--- src/rtl/vga_sync_generator.sv ---
`default_nettype none
// ============================================================================
// Module   : vga_sync_generator
// Purpose  : VGA 640x480@60 timing, coordinate export and colour pipeline.
//            Optional colour-bar generator enabled by VGA_SYNC_TEST_PATTERN_EN.
// Revision : 1.0
// ============================================================================
module vga_sync_generator #(
    parameter int H_ACTIVE = 640,
    parameter int H_FRONT  = 16,
    parameter int H_SYNC   = 96,
    parameter int H_BACK   = 48,
    parameter int V_ACTIVE = 480,
    parameter int V_FRONT  = 10,
    parameter int V_SYNC   = 2,
    parameter int V_BACK   = 33,
    parameter int CLK_DIV  = 2,
    parameter int PIPE_LAT = 2
) (
    input  logic        clk,
    input  logic        reset,
`ifdef VGA_SYNC_TEST_PATTERN_EN
    input  logic        tp_sel,
`endif
    output logic [9:0]  pix_x,
    output logic [9:0]  pix_y,
    output logic        pix_tick,
    output logic        frame_start,
    input  logic [23:0] rgb_in,
    output logic [7:0]  vga_r,
    output logic [7:0]  vga_g,
    output logic [7:0]  vga_b,
    output logic        vga_hs,
    output logic        vga_vs,
    output logic        vga_blank_n,
    output logic        vga_sync_n,
    output logic        vga_clk
);

    localparam int c_H_TOTAL = H_ACTIVE + H_FRONT + H_SYNC + H_BACK;
    localparam int c_V_TOTAL = V_ACTIVE + V_FRONT + V_SYNC + V_BACK;
    localparam int c_H_START = H_SYNC + H_BACK;
    localparam int c_H_END   = c_H_START + H_ACTIVE;
    localparam int c_V_START = V_SYNC + V_BACK;
    localparam int c_V_END   = c_V_START + V_ACTIVE;
    localparam int c_PH_W    = $clog2(CLK_DIV);
`ifdef VGA_SYNC_TEST_PATTERN_EN
    localparam int c_BAR_W   = H_ACTIVE / 8;
    localparam int c_STG_W   = 6;
`else
    localparam int c_STG_W   = 3;
`endif
    // Stage layout: [2]=hs, [1]=vs, [0]=act, upper bits carry the bar index.
    localparam logic [c_STG_W-1:0] c_STG_RST = c_STG_W'(3'b110);

    logic [c_PH_W-1:0] r_phase;
    logic [c_PH_W-1:0] w_phase_next;
    logic              w_tick;
    logic              r_vga_clk;

    always_comb begin
        w_tick       = (r_phase == c_PH_W'(CLK_DIV - 1));
        w_phase_next = w_tick ? '0 : r_phase + 1'b1;
    end

    // vga_clk follows the phase it is entering so it stays aligned to pix_tick.
    always_ff @(posedge clk or negedge reset) begin
        if (!reset) begin
            r_phase   <= '0;
            r_vga_clk <= 1'b0;
        end else begin
            r_phase   <= w_phase_next;
            r_vga_clk <= (w_phase_next >= c_PH_W'(CLK_DIV / 2));
        end
    end

    logic [9:0] r_x;
    logic [9:0] r_y;
    logic       w_x_wrap;
    logic       r_frame_start;

    assign w_x_wrap = (r_x == 10'(c_H_TOTAL - 1));

    always_ff @(posedge clk or negedge reset) begin
        if (!reset) begin
            r_x           <= '0;
            r_y           <= '0;
            r_frame_start <= 1'b0;
        end else begin
            r_frame_start <= w_tick && (r_x == 10'd0) && (r_y == 10'd0);
            if (w_tick) begin
                r_x <= w_x_wrap ? '0 : r_x + 10'd1;
                if (w_x_wrap) begin
                    r_y <= (r_y == 10'(c_V_TOTAL - 1)) ? '0 : r_y + 10'd1;
                end
            end
        end
    end

    logic               w_hs_raw;
    logic               w_vs_raw;
    logic               w_h_act;
    logic               w_act_raw;
    logic [c_STG_W-1:0] w_stage_in;
`ifdef VGA_SYNC_TEST_PATTERN_EN
    logic [2:0]         w_bar_raw;
`endif

    always_comb begin
        w_hs_raw  = (r_x >= 10'(H_SYNC));
        w_vs_raw  = (r_y >= 10'(V_SYNC));
        w_h_act   = (r_x >= 10'(c_H_START)) && (r_x < 10'(c_H_END));
        w_act_raw = w_h_act && (r_y >= 10'(c_V_START)) && (r_y < 10'(c_V_END));
`ifdef VGA_SYNC_TEST_PATTERN_EN
        w_bar_raw  = w_h_act ? 3'((r_x - 10'(c_H_START)) / 10'(c_BAR_W)) : 3'd0;
        w_stage_in = {w_bar_raw, w_hs_raw, w_vs_raw, w_act_raw};
`else
        w_stage_in = {w_hs_raw, w_vs_raw, w_act_raw};
`endif
    end

    logic [PIPE_LAT-1:0][c_STG_W-1:0] r_pipe;
    logic [c_STG_W-1:0]               w_stage_out;

    assign w_stage_out = r_pipe[PIPE_LAT-1];

    always_ff @(posedge clk or negedge reset) begin
        if (!reset) begin
            r_pipe <= {PIPE_LAT{c_STG_RST}};
        end else if (w_tick) begin
            r_pipe[0] <= w_stage_in;
            for (int i = 1; i < PIPE_LAT; i++) begin
                r_pipe[i] <= r_pipe[i-1];
            end
        end
    end

    logic [23:0] w_colour;

`ifdef VGA_SYNC_TEST_PATTERN_EN
    // Bar index bits map directly onto the missing primaries of the bar order.
    always_comb begin
        w_colour = rgb_in;
        if (tp_sel) begin
            w_colour = {{8{~w_stage_out[4]}}, {8{~w_stage_out[5]}}, {8{~w_stage_out[3]}}};
        end
    end
`else
    assign w_colour = rgb_in;
`endif

    logic        r_hs;
    logic        r_vs;
    logic        r_blank_n;
    logic [23:0] r_rgb;

    always_ff @(posedge clk or negedge reset) begin
        if (!reset) begin
            r_hs      <= 1'b1;
            r_vs      <= 1'b1;
            r_blank_n <= 1'b0;
            r_rgb     <= '0;
        end else if (w_tick) begin
            r_hs      <= w_stage_out[2];
            r_vs      <= w_stage_out[1];
            r_blank_n <= w_stage_out[0];
            r_rgb     <= w_stage_out[0] ? w_colour : 24'h0;
        end
    end

    assign pix_x       = r_x;
    assign pix_y       = r_y;
    assign pix_tick    = w_tick;
    assign frame_start = r_frame_start;
    assign vga_r       = r_rgb[23:16];
    assign vga_g       = r_rgb[15:8];
    assign vga_b       = r_rgb[7:0];
    assign vga_hs      = r_hs;
    assign vga_vs      = r_vs;
    assign vga_blank_n = r_blank_n;
    assign vga_sync_n  = 1'b0;
    assign vga_clk     = r_vga_clk;

endmodule
`default_nettype wire

--- config.mk ---
export PLATFORM = sky130hd
export DESIGN_NAME = vga_sync_generator
export DESIGN_NICKNAME = d
export VERILOG_FILES = /design/src/rtl/vga_sync_generator.sv
export SDC_FILE = /design/constraint.sdc
export NUM_CORES = 1
export LEC_CHECK = 0
export CAP_MARGIN = 10
export CORE_MARGIN = 1.5
export CORE_UTILIZATION = 47
export DETAILED_ROUTE_END_ITERATION = 6
export PLACE_DENSITY = 0.77
export SLEW_MARGIN = 20
export SYNTH_ARGS = -nofsm -noshare
export SYNTH_HDL_FRONTEND = slang
export SYNTH_SLANG_ARGS = --single-unit
--- constraint.sdc ---
create_clock -name clk -period 2.1 [get_ports clk]
set_input_delay 0.525 -clock clk [delete_from_list [all_inputs] [get_ports clk]]
set_output_delay 0.525 -clock clk [all_outputs]
set_load 0.05 [all_outputs]
; ---- Word level (Yosys, flattened, before mapping)
; Index checks and enable logic that the tools add are counted.
[totals]
register_bits = 56
latch_bits = 0
ram_bits = 0
mem_bits_ro = 0
inputBits = 26
word_cells = 35
mem_count = 0
[classes]
add_sub_neg = 3
multipliers = 0
div = 0
magnitude_cmp = 7
eq_ne = 2
shift = 0
mux = 4
bitwise = 0
n_reduce_logical = 8
[op_table]
columns = cell, n
row1 = 24-bit two-way mux, 1
row2 = "10-bit by 1-bit adder with 10-bit output, second input constant", 2
row3 = "10-bit equality test, second input constant", 2
row4 = 10-bit zero test, 2
row5 = "10-bit < comparator, second input constant", 2
row6 = 10-bit two-way mux, 2
row7 = "10-bit by 2-bit greater-or-equal comparator with 1-bit output, second input constant", 1
row8 = "10-bit by 6-bit greater-or-equal comparator with 1-bit output, second input constant", 1
row9 = "10-bit by 7-bit greater-or-equal comparator with 1-bit output, second input constant", 1
row10 = "10-bit by 8-bit greater-or-equal comparator with 1-bit output, second input constant", 1
row11 = 1-bit logical AND, 5
row12 = 2-bit AND reduction, 1
row13 = "1-bit adder, second input constant", 1
row14 = "1-bit greater-or-equal comparator, second input constant", 1
row15 = 1-bit two-way mux, 1

; ---- Depth between registers and ports, before layout
[logic_depth]
depth_word = 4
depth_mapped = 6
mapped_depth_nobuf = 6

; ---- Worst setup path after synthesis
; Ideal clock, no wire load.
[synth_timing]
path_kind = register -> register
start = register r_y[7] (netlist: pix_y[7])
end = register r_frame_start (netlist: frame_start)
setup_time_ps = 96
arrival_time_ps = 2041
setup_slack_ps = -36
path_stages_with_launch = 5
path_buffers = 0
cell_sequence = dfrtp_1 > or3_4 > or3_1 > or4_4 > nor4_2
[synth_between]
elab_chain_len = 2
[synth_lines]
columns = item, line
row1 = from (decl), 78  ; logic [9:0] r_y;
row2 = from (signal assigned), 94  ; r_y <= (r_y == 10'(c_V_TOTAL - 1)) ? '0 : r_y + 10'd1;
row3 = 10-bit zero test, 90  ; r_frame_start <= w_tick && (r_x == 10'd0) && (r_y == 10'd0);
row4 = 1-bit logical AND, 90
row5 = to (signal assigned), 90
row6 = to (decl), 80  ; logic r_frame_start;
; Every way passes these cells.
; A chain may end at the register's enable or synchronous reset.

; ---- Worst setup path after layout
[layout_timing]
start = register r_x[3] (netlist: pix_x[3])
end = output port pix_x[3]
[layout_lines]
columns = item, line
row1 = from (decl), 77  ; logic [9:0] r_x;
row2 = from (signal assigned), 92  ; r_x <= w_x_wrap ? '0 : r_x + 10'd1;
row3 = to (decl), 25  ; output logic [9:0] pix_x,
; No word-level cell between the ends.

==> flow_metrics.tcl <==
set metrics [dict create \
    ys_seq_area_share_pct 54.92 \
    clock-sinks 55 \
    drive_gt1_share_pct 19.31 \
    async_reset_ff_share_pct 100.0 \
    syn_area_mm2 0.002520 \
    routabilityCongestion 0.8845 \
    clk_pin_slew_ns 0.09 \
    fillers 445 \
    hold_ws_ns 0.1906 \
    power.density_mw_per_mm2 512.5 \
    die_y_um 76.22 \
    htreeDepth 2 \
    synth-main-ff-cell "dfrtp_1" \
    die_w_um 76.22 \
    tns_ns 0 \
    outcome "complete, no violations" \
    synth.avg_cell_area_um2 10.33 \
    clockRootBuffer "clkbuf_8" \
    firstDrtPassIters 4 \
    grt_max_degree 56 \
    rows 26 \
    initial_core_util_pct 49.03 \
    path_cells "clkdlybuf4s50_1" \
    cp-start-kind "register" \
    synth.top_cell.area_share_pct 48.66 \
    drc 0 \
    r2r_slack_ns 0.13 \
    critPathSlowestCell "clkdlybuf4s50_1" \
    cts_tree "yes" \
    synth-seq-cells 55 \
    ir_worst_vdd_uv 429.8 \
    core_mm2 0.005140 \
    tightestPinTransition_ns 0.6538 \
    critPathMaxStageDelay_ns 0.82 \
    crit_start "pix_x[3]$_DFFE_PN0P_" \
    first_iter_violations 110 \
    cts_buffers 5 \
    area_delta_synth_final_pct 36.25 \
    syn-num-nets 275 \
    via_count 2079 \
    dp_hpwl_um 4117 \
    finClkSkew_ns 0.003252 \
    crit_path_end_kind "output port" \
    drtAntennaViolNets 0 \
    grt_overflow 0 \
    crit_path_end "pix_x[3]" \
    antenna_found_initial 0 \
    rr_worst_depth 4 \
    path_delay_family "buffers and inverters" \
    path_depth 1 \
    grt_pass1_wl_um 9701 \
    synth_area_leaders "dfrtp_1 49%, dfstp_2 6.3%, nand3_1 5.6%" \
    cts_hold_buffers 0 \
    io_pins 77 \
    grt_use_total_pct 20.87 \
    crit_required_ns 1.57 \
    fin_crit_sh_pct 98.22 \
    critPathMaxFanout 5 \
    relSlewSlack_pct 56.41 \
    clkLatencyLatePin_ns 0.30 \
    rr_endpoint "frame_start$_DFF_PN0_" \
    timing.fmax_mhz 484.8 \
    drt-vias-per-instance 5.317 \
    post_drt_wl_per_cell_um 14.71 \
    ys_warn_count 0 \
    slew_viol_final 0 \
    path_buf_inv 1 \
    clockBufferDepth 2 \
    hold_viol 0 \
    arrival_ns 1.54 \
    synth_top_cell_by_area "dfrtp_1" \
    diodes 0 \
    ys_types 45 \
    r2r_start "pix_y[7]$_DFFE_PN0P_" \
    setup_viol 0 \
    synth_cells 244 \
    path_class "register to output port" \
    hold_path_class "input port to asynchronous set/reset pin" \
    min_period_ns 2.063 \
    cap_violations 0 \
    p_leak_nw 1.530 \
    rsz0062_at_grt "false" \
    routed_wl_um 5751 \
    grt_pass1_vias 2015 \
    synth_edf_count 0 \
    dieArea_mm2 0.005809 \
    io_buffers 75 \
    nNetsFinal 351 \
]
## routing by layer
metal  track usage (%)  up-vias  share of wire, %
li1                  -      994                 -
met1             27.62     1018                44
met2             31.96       58                48
met3             6.347        9               5.8
met4             8.704        0               2.2
met5                 0        -                 0
## metrics by stage
| step | instances | setup WS (ns) | utilization [%] | cell area [um2] | power [mW] |
|---|---|---|---|---|---|
| floorplan | 244 | 0.01694 | - | 2524 | 1.085 |
| global placement | 383 | 0.1823 | 64.87 | 3334 | 1.155 |
| detailed placement | 383 | 0.1516 | 64.87 | 3334 | 1.155 |
| CTS | 391 | 0.03339 | 66.80 | 3433 | 1.782 |
| global route | 391 | 0.009768 | 66.80 | 3433 | 1.824 |
| finish | 391 | 0.03747 | 66.80 | 3433 | 1.760 |
## report_power, final
part / switching, mW / internal (mW) / leakage [nW] / total (mW)
registers: 0 / 1.06 / 0.729 / 1.06
logic: 0.0312 / 0.0434 / 0.750 / 0.0747
clock network: 0.325 / 0.301 / 0.0515 / 0.626
total: 0.356 / 1.40 / 1.53 / 1.76
## cell families after synthesis
logic type,after synthesis,synth area share [%]
compound gates,44,10.92
xor+xnor,9,3.128
fa+ha+maj,5,2.483
buf+inv,40,6.455
flops,55,54.92
mux,9,3.972
other cells,1,0.1488
simple gates,81,17.97
## cell usage after synthesis (all sizes together), types with 3 or more instances
cell type   n
a22o        8
and3        4
buf         7
clkbuf      7
dfrtp      49
dfstp       6
ha          5
inv        25
mux2        8
nand2       9
nand3      28
nand4       4
nor2       11
nor3        5
nor4        5
o21ai      25
or3         5
xnor2       6
xor2        3
## how the worst min path moves through the flow
stage,slack [ns],end,from,depth (start not counted)
4_1_cts,0.20,r_rgb[11]$_DFFE_PN0P_,reset,2
5_1_grt,0.21,r_rgb[11]$_DFFE_PN0P_,reset,2
6_report,0.19,r_rgb[11]$_DFFE_PN0P_,reset,2
2_1_floorplan,0.23,frame_start$_DFF_PN0_,reset,0
3_3_place_gp,0.46,vga_blank_n$_DFFE_PN0P_,vga_blank_n$_DFFE_PN0P_,1
3_5_place_dp,0.47,vga_blank_n$_DFFE_PN0P_,vga_blank_n$_DFFE_PN0P_,1
## flip-flops by register name, indices dropped and copies added, names as in the netlist, 3 cells and up
| name | flops |
|---|---|
| r_rgb | 24 |
| pix_x | 10 |
| pix_y | 10 |
| r_pipe | 3 |
| w_stage_out | 3 |
## placed cells by master, fill, tap and decap left out, types with 2 or more instances in the layout
| cell type | n |
|---|---|
| o22ai_1 | 2 |
| nand3_1 | 28 |
| buf_4 | 27 |
| nor2_1 | 11 |
| buf_12 | 3 |
| nor4_1 | 4 |
| inv_1 | 25 |
| dfrtp_1 | 46 |
| ha_1 | 5 |
| nand2_1 | 9 |
| and3_1 | 3 |
| clkbuf_8 | 7 |
| a22o_1 | 8 |
| a31oi_1 | 2 |
| dfstp_2 | 6 |
| o211ai_1 | 2 |
| dfrtp_2 | 3 |
| nor2b_1 | 2 |
| or3_1 | 4 |
| nand4_1 | 4 |
| mux2_2 | 8 |
| xor2_1 | 3 |
| o21ai_0 | 25 |
| clkdlybuf4s50_1 | 51 |
| nor3_1 | 4 |
| xnor2_1 | 6 |
## timing repair
| item | 4_1_cts | 5_1_grt |
|---|---|---|
| endpoints found under the setup margin | 1 | 0 |
| setup buffers | 0 | 0 |
| gates resized for setup | 1 | 0 |
## layout make-up
| type | instances | area, um2 | share of cell area, % |
|---|---|---|---|
| sequential | 55 | 1388 | 40.42 |
| multi-input combinational | 149 | 973.4 | 28.35 |
| timing repair buffer | 83 | 787.0 | 22.92 |
| clock buffer | 8 | 100.1 | 2.915 |
| inverter | 26 | 97.59 | 2.843 |
| tap | 70 | 87.58 | 2.551 |
(Power assumes the default switching activity.)
